[config.mk]
export PLATFORM = sky130hd
export DESIGN_NAME = bus_device_port
export DESIGN_NICKNAME = d
export VERILOG_FILES = /design/src/rtl/bus_dev_pkg.sv /design/src/rtl/bus_device_port_fifo.sv /design/src/rtl/bus_device_port.sv
export SDC_FILE = /design/constraint.sdc
export NUM_CORES = 1
export LEC_CHECK = 0
export ABC_AREA = 1
export CORE_AREA = 2 2 259 312
export CTS_BUF_LIST = sky130_fd_sc_hd__clkbuf_8
export DETAILED_ROUTE_END_ITERATION = 7
export DIE_AREA = 0 0 261 314
export GPL_TIMING_DRIVEN = 0
export PLACE_DENSITY = 0.74
export SLEW_MARGIN = 0
export SYNTH_ARGS = -nofsm -noshare
export SYNTH_HDL_FRONTEND = slang
export SYNTH_HIERARCHICAL = 1
export SYNTH_SLANG_ARGS = --single-unit
[constraint.sdc]
create_clock -name clk -period 3.6 [get_ports clk]
set_clock_uncertainty 0.1 [all_clocks]
set_input_delay 0.72 -clock clk [delete_from_list [all_inputs] [get_ports clk]]
set_output_delay 0.72 -clock clk [all_outputs]
set_load 0.05 [all_outputs]
[src/rtl/bus_dev_pkg.sv]
// Shared definitions for the bus device port: address field layout,
// broadcast address and saturating event-counter arithmetic.
package bus_dev_pkg;

    localparam int ID_W      = 8;
    localparam int PKT_W_MAX = 256;
    localparam int CNT_W     = 16;

    localparam logic [ID_W-1:0] BROADCAST = 8'hFF;

    // Destination ID lives in the top ID_W bits of a pkt_w-bit packet.
    // The packet is passed zero-extended so one function serves any width.
    function automatic logic [ID_W-1:0] dest_of(input logic [PKT_W_MAX-1:0] pkt,
                                                input int                   pkt_w);
        return ID_W'(pkt >> (pkt_w - ID_W));
    endfunction

    function automatic logic [CNT_W-1:0] sat_inc16(input logic [CNT_W-1:0] c);
        return (c == {CNT_W{1'b1}}) ? c : c + 1'b1;
    endfunction

endpackage

[src/rtl/bus_device_port_fifo.sv]
// First-word-fall-through synchronous FIFO; a write into a full FIFO is
// accepted when a read retires the head in the same cycle.
module sync_fifo_fwft #(
    parameter int width = 32,
    parameter int depth = 16
) (
    input  logic                   clk,
    input  logic                   reset,
    input  logic                   wr,
    input  logic [width-1:0]       wdata,
    input  logic                   rd,
    output logic [width-1:0]       rdata,
    output logic                   full,
    output logic                   empty,
    output logic [$clog2(depth):0] cnt
);

    localparam int AW = $clog2(depth);

    logic [width-1:0] mem [depth];
    logic [AW-1:0]    wr_ptr;
    logic [AW-1:0]    rd_ptr;
    logic             do_wr;
    logic             do_rd;

    assign full  = (cnt == (AW+1)'(depth));
    assign empty = (cnt == '0);
    assign do_rd = rd && !empty;
    assign do_wr = wr && (!full || do_rd);

    // Head is read straight from storage so data is visible the cycle after the write.
    assign rdata = empty ? '0 : mem[rd_ptr];

    // NOTE: state uses non-blocking assignments so every flop samples pre-edge values.
    always_ff @(posedge clk) begin
        if (reset) begin
            wr_ptr <= '0;
            rd_ptr <= '0;
            cnt    <= '0;
        end else begin
            if (do_wr) wr_ptr <= wr_ptr + 1'b1;
            if (do_rd) rd_ptr <= rd_ptr + 1'b1;
            case ({do_wr, do_rd})
                2'b10:   cnt <= cnt + 1'b1;
                2'b01:   cnt <= cnt - 1'b1;
                default: cnt <= cnt;
            endcase
        end
    end

    // NOTE: storage is not reset; contents are unreachable until written because pointers and count are.
    always_ff @(posedge clk) begin
        if (!reset && do_wr) mem[wr_ptr] <= wdata;
    end

endmodule

[src/rtl/bus_device_port.sv]
// Device endpoint on the shared bus: TX queue toward the bus, address-filtered
// RX queue toward the host, plus drop/overflow statistics and a pop-error flag.
module bus_device_port
    import bus_dev_pkg::*;
#(
    parameter int              pckg_sz   = 32,
    parameter int              depth     = 16,
    parameter logic [ID_W-1:0] id        = 8'h00,
    parameter logic [ID_W-1:0] broadcast = BROADCAST
) (
    input  logic                   clk,
    input  logic                   reset,
    input  logic                   tx_wr,
    input  logic [pckg_sz-1:0]     tx_data,
    output logic                   tx_full,
    output logic                   pndng,
    output logic [pckg_sz-1:0]     D_pop,
    input  logic                   pop,
    input  logic                   push,
    input  logic [pckg_sz-1:0]     D_push,
    input  logic                   rx_rd,
    output logic [pckg_sz-1:0]     rx_data,
    output logic                   rx_empty,
    output logic [$clog2(depth):0] tx_cnt,
    output logic [$clog2(depth):0] rx_cnt,
    output logic [CNT_W-1:0]       drop_cnt,
    output logic [CNT_W-1:0]       ovf_cnt,
    output logic                   err_pop
);

    logic [ID_W-1:0] dest;
    logic            id_match;
    logic            tx_empty;
    logic            rx_full;

    assign dest     = dest_of(PKT_W_MAX'(D_push), pckg_sz);
    assign id_match = (dest == id) || (dest == broadcast);
    assign pndng    = !tx_empty;

    sync_fifo_fwft #(.width(pckg_sz), .depth(depth)) u_tx_fifo (
        .clk   (clk),
        .reset (reset),
        .wr    (tx_wr),
        .wdata (tx_data),
        .rd    (pop),
        .rdata (D_pop),
        .full  (tx_full),
        .empty (tx_empty),
        .cnt   (tx_cnt)
    );

    sync_fifo_fwft #(.width(pckg_sz), .depth(depth)) u_rx_fifo (
        .clk   (clk),
        .reset (reset),
        .wr    (push && id_match),
        .wdata (D_push),
        .rd    (rx_rd),
        .rdata (rx_data),
        .full  (rx_full),
        .empty (rx_empty),
        .cnt   (rx_cnt)
    );

    // A push lands in at most one bucket: filtered out, or matched but no room.
    always_ff @(posedge clk) begin
        if (reset) begin
            drop_cnt <= '0;
            ovf_cnt  <= '0;
            err_pop  <= 1'b0;
        end else begin
            if (push && !id_match)                    drop_cnt <= sat_inc16(drop_cnt);
            if (push && id_match && rx_full && !rx_rd) ovf_cnt <= sat_inc16(ovf_cnt);
            err_pop <= pop && tx_empty;
        end
    end

endmodule

==> impl_metrics.json, run 1 <==
{
  "cp.depth": 7,
  "final_max_slew_viol_count": 0,
  "via_count": 32400,
  "worstHoldPathType": "primary input to register",
  "drive_above_1_share_pct": 14.9,
  "peakVddDrop_v": 0.000628,
  "async_flop_share_pct": 0,
  "start_util_pct": 56.5,
  "fp.dieH_um": 314,
  "clkLatencyLatePin_ns": 0.84,
  "p_seq_share_pct": 39.5,
  "syn-num-nets": 3960,
  "outcome": "finished clean",
  "cts.clk_slew.worst_paths_ns": 0.06,
  "dieArea_um2": 82000,
  "final_nets": 4362,
  "p_per_area_nw_per_um2": 679,
  "clock_sinks": 1091,
  "postCtsHoldBufs": 0,
  "hp-start": "D_push[27]",
  "min_period_ns": 3.60,
  "dpl.hpwl_mm": 82.6,
  "end_kind": "output pin",
  "min_period_over_period_pct": 100,
  "r2r_end": "u_tx_fifo/mem[0][16]$_DFFE_PP_",
  "ant_nets": 0,
  "cts_tree": "done",
  "syn_area_um2": 44600,
  "timing.critical_path.max_delay_family": "buffers and inverters",
  "drt_wl_total_mm": 129,
  "clockBufferDepth": 3,
  "final_util_pct": 66.8,
  "holdPathStages": 1,
  "gr-total-overflow": 0,
  "p_sw_uw": 13700,
  "synth-edff-count": 1024,
  "cp_cell_sequence": "buf_8 > buf_4 > clkbuf_4 > a21oi_1 > o31ai_1 > a21oi_4 > buf_6",
  "grt_pass1_vias": 31000,
  "wl_per_cell_um": 23.7,
  "synth_cell_types": 31,
  "cp.buffers_inverters": 4,
  "portBuffers": 179,
  "finalSetupViolCount": 0,
  "synth_seq_cells": 1091,
  "grt_max_degree": 24,
  "setup_tns_ns": 0,
  "n_fill_cell": 5629,
  "yosys_warnings": 6,
  "hold_violations": 0,
  "routabilityCongestion": 0.885,
  "reg2reg_depth": 7,
  "coreArea_um2": 78900,
  "path_max_fanout": 10,
  "swShare_pct": 38.4,
  "crit_type": "register to output pin",
  "placed_area_um2": 48700,
  "cts-root-buf": "clkbuf_8",
  "r2r_start": "u_tx_fifo/cnt[0]$_SDFFE_PP0P_",
  "viasPerCell": 5.95,
  "r2r_slack_ns": 1.04,
  "power_frac_clock_pct": 25.4,
  "worst_pin_slew_ns": 1.01,
  "synthFlopType": "edfxtp_1",
  "timing.hold.ws_ns": 0.346,
  "cp-start-kind": "register",
  "first_pass_iters": 8,
  "grt_pass1_wl_mm": 186,
  "drc": 0,
  "grt_usage_pct": 30.9,
  "antenna_found_initial": 6,
  "rsz0062_at_grt": "true",
  "crit_arrival_ns": 2.78,
  "fmax_mhz": 278,
  "syn_inst": 3870,
  "synth-seq-area-share_pct": 71.9,
  "p_int_uw": 22100,
  "die_w_um": 261,
  "postLayoutCellArea_um2": 52700,
  "power_frac_comb_pct": 35.2,
  "max_stage_delay_ns": 0.43,
  "max-cap-violations": 0,
  "syn2layout_area_growth_pct": 18.2,
  "hold_end": "u_rx_fifo/mem[10][27]$_DFFE_PP_",
  "cpMaxStageDelayCell": "o31ai_1",
  "drt_iter0_markers": 3587,
  "htree_levels": 4,
  "p_leak_uw": 0.0192,
  "core.rowCount": 113,
  "worstPathRequired_ns": 2.78,
  "numCtsBuffers": 164,
  "syn_area_per_cell_um2": 11.5,
  "ff_latch_area_um2": 32100,
  "multiInputGateArea_um2": 11700,
  "slew_headroom_pct": 32.9,
  "pin_count": 180
}
==> metrics by stage <==
step / cells / worst slack (ns) / power (uW)
after floorplan: 3870 / 0.0921 / 21500
after global routing: 5442 / -0.0282 / 37100
after CTS: 5417 / -0.0171 / 35300
after global placement: 5084 / -2.88 / 25600
after detailed placement: 5116 / -0.891 / 25800
final: 5444 / 0.00144 / 35800
==> registers in the layout, summed over array words and instances (netlist names), named ones only <==
register,flops
drop_cnt,16
err_pop,1
ovf_cnt,16
u_rx_fifo/cnt,5
u_rx_fifo/mem,512
u_rx_fifo/rd_ptr,4
u_rx_fifo/wr_ptr,4
u_tx_fifo/cnt,5
u_tx_fifo/mem,512
u_tx_fifo/rd_ptr,4
u_tx_fifo/wr_ptr,4
==> cells by family (layout without fill, tap and decap cells) <==
group                    Yosys count  after routing  synth area share, %
AO/OA/AOI/OAI                    385            385                 4.75
flip-flops                      1091           1091                 71.9
XOR/XNOR                          18             18                0.353
buffers and inverters            295            829                 3.32
AND/OR/NAND/NOR                 2061           2063                 19.1
adder cells (fa/ha/maj)           20             20                0.595
other                              0              3                    0
==> Yosys cell counts (4+ instances only) <==
cell type	n	area share [%]
a21oi_1	228	2.6
buf_1	16	0.13
buf_2	87	0.98
buf_4	18	0.30
buf_6	23	0.58
clkbuf_1	78	0.66
dfxtp_1	67	3.0
edfxtp_1	1024	69
ha_1	18	0.50
inv_1	66	0.56
nand2_1	1232	10
nand3_1	545	6.1
nand4_1	10	0.14
nor2_1	256	2.2
nor3_1	10	0.11
o21ai_0	84	0.94
o21ai_2	4	0.079
o31ai_1	64	1.1
xnor2_1	5	0.098
xor2_1	13	0.26
==> power groups by stage <==
stage	clock network [uW]	registers, uW	logic [uW]
3_5_place_dp	0	14400	11500
3_3_place_gp	0	14400	11300
5_1_grt	9720	14100	13200
2_1_floorplan	0	14500	6980
6_report	9080	14100	12600
4_1_cts	9200	14100	12000
==> worst max-delay path by stage <==
stage,end,slack [ns]
2_1_floorplan,u_rx_fifo/mem[11][0]$_DFFE_PP_,0.09
3_3_place_gp,u_rx_fifo/mem[13][21]$_DFFE_PP_,-2.88
3_5_place_dp,u_rx_fifo/mem[9][17]$_DFFE_PP_,-0.89
4_1_cts,D_pop[11],-0.02
5_1_grt,rx_data[2],-0.03
6_report,rx_data[31],0.001
==> timing repair <==
item                       4_1_cts  5_1_grt
setup endpoints to repair       82      193
setup buffers                    2       21
pin swaps                       10       22
resized for setup              635      119
gates cloned                     0        3
==> final cells by class <==
cell class              instances  area share [%]
clock inverters               135            1.21
multi-input cells            2486            22.3
plain buffers                 223            3.14
clock buffers                 165            4.31
diodes                          3          0.0142
repair buffers                235            5.22
flip-flops and latches       1091            60.9
inverters                      71           0.524
well taps                    1035            2.46
==> cells in the final DEF, fill, tap and decap left out, types with 4 or more instances in the layout <==
cell type	Yosys	routed
clkinv_2	0	17
o31ai_1	64	43
nand2_1	1232	1230
buf_8	2	4
inv_6	0	5
xor2_1	13	13
inv_1	66	121
dfxtp_1	67	61
clkdlybuf4s50_1	0	105
buf_4	18	108
nor3_1	10	10
o21ai_2	4	4
o31ai_4	0	4
ha_1	18	18
clkbuf_4	0	23
a21oi_1	228	180
inv_2	3	5
clkbuf_2	0	43
clkbuf_1	78	15
o21ai_0	84	84
nor2_4	0	32
a21oi_4	0	15
clkinvlp_4	0	8
nor2_2	1	4
nand4_1	10	10
a21oi_2	3	36
clkbuf_8	0	166
buf_6	23	74
buf_2	87	32
o31ai_2	0	17
nand3_1	545	544
nor2_1	256	223
edfxtp_1	1024	1024
dlymetal6s2s_1	0	6
buf_16	0	12
xnor2_1	5	5
buf_12	0	29
clkinv_1	2	45
==> layer usage <==
layer / wire (um) / vias to the layer above / track usage [%]
li1: - / 14400 / -
met1: 43700 / 15600 / 36.0
met2: 66600 / 2002 / 54.5
met3: 12300 / 429 / 5.37
met4: 6440 / 4 / 16.4
met5: 27 / - / 0
Note: power is estimated with default switching activity, not from simulation.
==> inputs of run 2 (changes only) <==
CAP_MARGIN = 10   (was not set)
TNS_END_PERCENT = 10   (was not set)
==> run 2 against run 1 <==
  * Die area unchanged
  * Largest power group unchanged
  * Combinational power about the same
  * Global-route usage is 0.23 points lower
  * Worst hold slack worse by 0.017 ns
  * The run now ends with setup timing left
  * Highest routed layer unchanged
  * Total power fell by 0.38%
  * Fmax shrank 1.9%
  * Via count down 1.4%
  * Routed wire length shrank 1.4%
  * Critical path depth decreased by 2
  * Register-to-register slack got worse by 0.14 ns
  * Clock power is 2% higher
==> impl_metrics.json, run 2 (synthesized netlist as in run 1, its figures left out) <==
{
  "outcome": "complete, but fails checks",
  "violations": "setup timing",
  "critPathCapture": "rx_empty",
  "p_leak_uw": 0.0190,
  "drive_above_1_share_pct": 14.3,
  "final_util_pct": 66.4,
  "cp-start-kind": "register",
  "dieArea_um2": 82000,
  "antenna_found_initial": 7,
  "grt_pass1_wl_mm": 184,
  "slew_headroom_pct": 34.4,
  "grt_pass1_vias": 30600,
  "setup_ws_ns": -0.0672,
  "p_per_area_nw_per_um2": 681,
  "max-cap-violations": 0,
  "r2r_slack_ns": 0.90,
  "path_max_fanout": 10,
  "viasPerCell": 5.90,
  "start_util_pct": 56.5,
  "worstHoldPathType": "primary input to register",
  "htree_levels": 4,
  "routabilityCongestion": 0.885,
  "fmax_mhz": 273,
  "r2r_start": "u_rx_fifo/cnt[1]$_SDFFE_PP0P_",
  "worstSetupStartpoint": "u_rx_fifo/cnt[3]$_SDFFE_PP0P_",
  "min_period_over_period_pct": 102,
  "r2r_end": "u_rx_fifo/mem[9][23]$_DFFE_PP_",
  "die_w_um": 261,
  "portBuffers": 179,
  "postLayoutCellArea_um2": 52400,
  "wl_per_cell_um": 23.5,
  "clkLatencyLatePin_ns": 0.84,
  "setup_tns_ns": -0.194,
  "cts_tree": "done",
  "end_kind": "output pin",
  "mostFrequentLayoutCell": "nand2_1",
  "reg2reg_depth": 7,
  "dpl.hpwl_mm": 82.6,
  "placed_area_um2": 48700,
  "grt_max_degree": 24,
  "grt_usage_pct": 30.7,
  "postCtsHoldBufs": 0,
  "worst_pin_slew_ns": 0.982,
  "first_pass_iters": 6,
  "reg.largest.list": "u_rx_fifo/mem (512), u_tx_fifo/mem (512)",
  "crit_type": "register to output pin",
  "coreArea_um2": 78900,
  "worstPathRequired_ns": 2.78,
  "core.rowCount": 113,
  "pin_count": 180,
  "ant_nets": 0,
  "drt_wl_total_mm": 127,
  "drc": 0,
  "cts.clk_slew.worst_paths_ns": 0.07,
  "via_count": 32000,
  "peakVddDrop_v": 0.000692,
  "final_max_slew_viol_count": 0,
  "clockBufferDepth": 3,
  "min_period_ns": 3.67,
  "final_cell_mix": "nand2_1 (1,232), edfxtp_1 (1,024), nand3_1 (545)",
  "final_nets": 4341,
  "rsz0062_at_grt": "true",
  "gr-total-overflow": 0,
  "cts-root-buf": "clkbuf_8",
  "drt_iter0_markers": 3648,
  "syn2layout_area_growth_pct": 17.5,
  "fp.dieH_um": 314,
  "hold_violations": 0,
  "finalSetupViolCount": 8,
  "crit_arrival_ns": 2.85,
  "numCtsBuffers": 165,
  "clock_sinks": 1091
}
==> run 2: per-layer routing <==
layer	GRT usage (%)	routed length (um)
met4	16.9	6630
met1	35.8	43600
met3	5.72	12200
met5	0	45
met2	53.5	64900
==> run 2: repair_timing <==
item | in CTS | in global routing
setup buffers | 0 | 3
endpoints found under the hold margin | 0 | 0
gates cloned | 0 | 1
gates resized for setup | 587 | 130
pin swaps | 9 | 7
setup endpoints to repair | 68 | 393
==> run 2: stage by stage <==
step / total power [uW] / hold WS [ns] / worst slack [ns] / std cells
4_1_cts: 35300 / 0.384 / -0.0918 / 5413
3_5_place_dp: 25800 / 0.375 / -0.890 / 5116
6_report: 35700 / 0.330 / -0.0672 / 5420
3_3_place_gp: 25600 / 0.369 / -2.88 / 5084
2_1_floorplan: 21500 / 0.346 / 0.0921 / 3870
5_1_grt: 36900 / 0.350 / -0.154 / 5419
==> run 2: critical path: stages (launching register included) <==
cell	delay, ns
dfxtp_1	0.34
nor2_1	0.16
nand3_1	0.19
inv_1	0.39
clkbuf_4	0.44
clkdlybuf4s15_2	0.46
==> run 2: power by group <==
part	switching (uW)	internal, uW	total, uW
clock	4710	4530	9250
sequential	127	14000	14100
combinational	8780	3510	12300
==> run 2: worst min-delay path by stage <==
stage,endpoint,slack [ns],startpoint,cells past startpoint
6_report,u_rx_fifo/mem[10][27]$_DFFE_PP_,0.33,D_push[27],1
5_1_grt,u_rx_fifo/mem[10][27]$_DFFE_PP_,0.35,D_push[27],1
4_1_cts,u_tx_fifo/rd_ptr[2]$_SDFFE_PP0N_,0.38,u_tx_fifo/rd_ptr[2]$_SDFFE_PP0N_,2
3_5_place_dp,u_tx_fifo/rd_ptr[2]$_SDFFE_PP0N_,0.38,u_tx_fifo/rd_ptr[2]$_SDFFE_PP0N_,2
3_3_place_gp,u_rx_fifo/rd_ptr[2]$_SDFFE_PP0N_,0.37,u_rx_fifo/rd_ptr[2]$_SDFFE_PP0N_,2
2_1_floorplan,register,0.35,u_rx_fifo/rd_ptr[2]$_SDFFE_PP0N_,2
==> run 2: final cells by class <==
class | instances | area, um^2
Sequential cell | 1091 | 32100
Fill cell | 5706 | 26500
Multi-Input combinational cell | 2485 | 11600
Timing Repair Buffer | 214 | 2500
Clock buffer | 169 | 2330
Buffer | 223 | 1620
Tap cell | 1035 | 1290
Clock inverter | 129 | 642
Inverter | 71 | 273
Antenna cell | 3 | 7.51
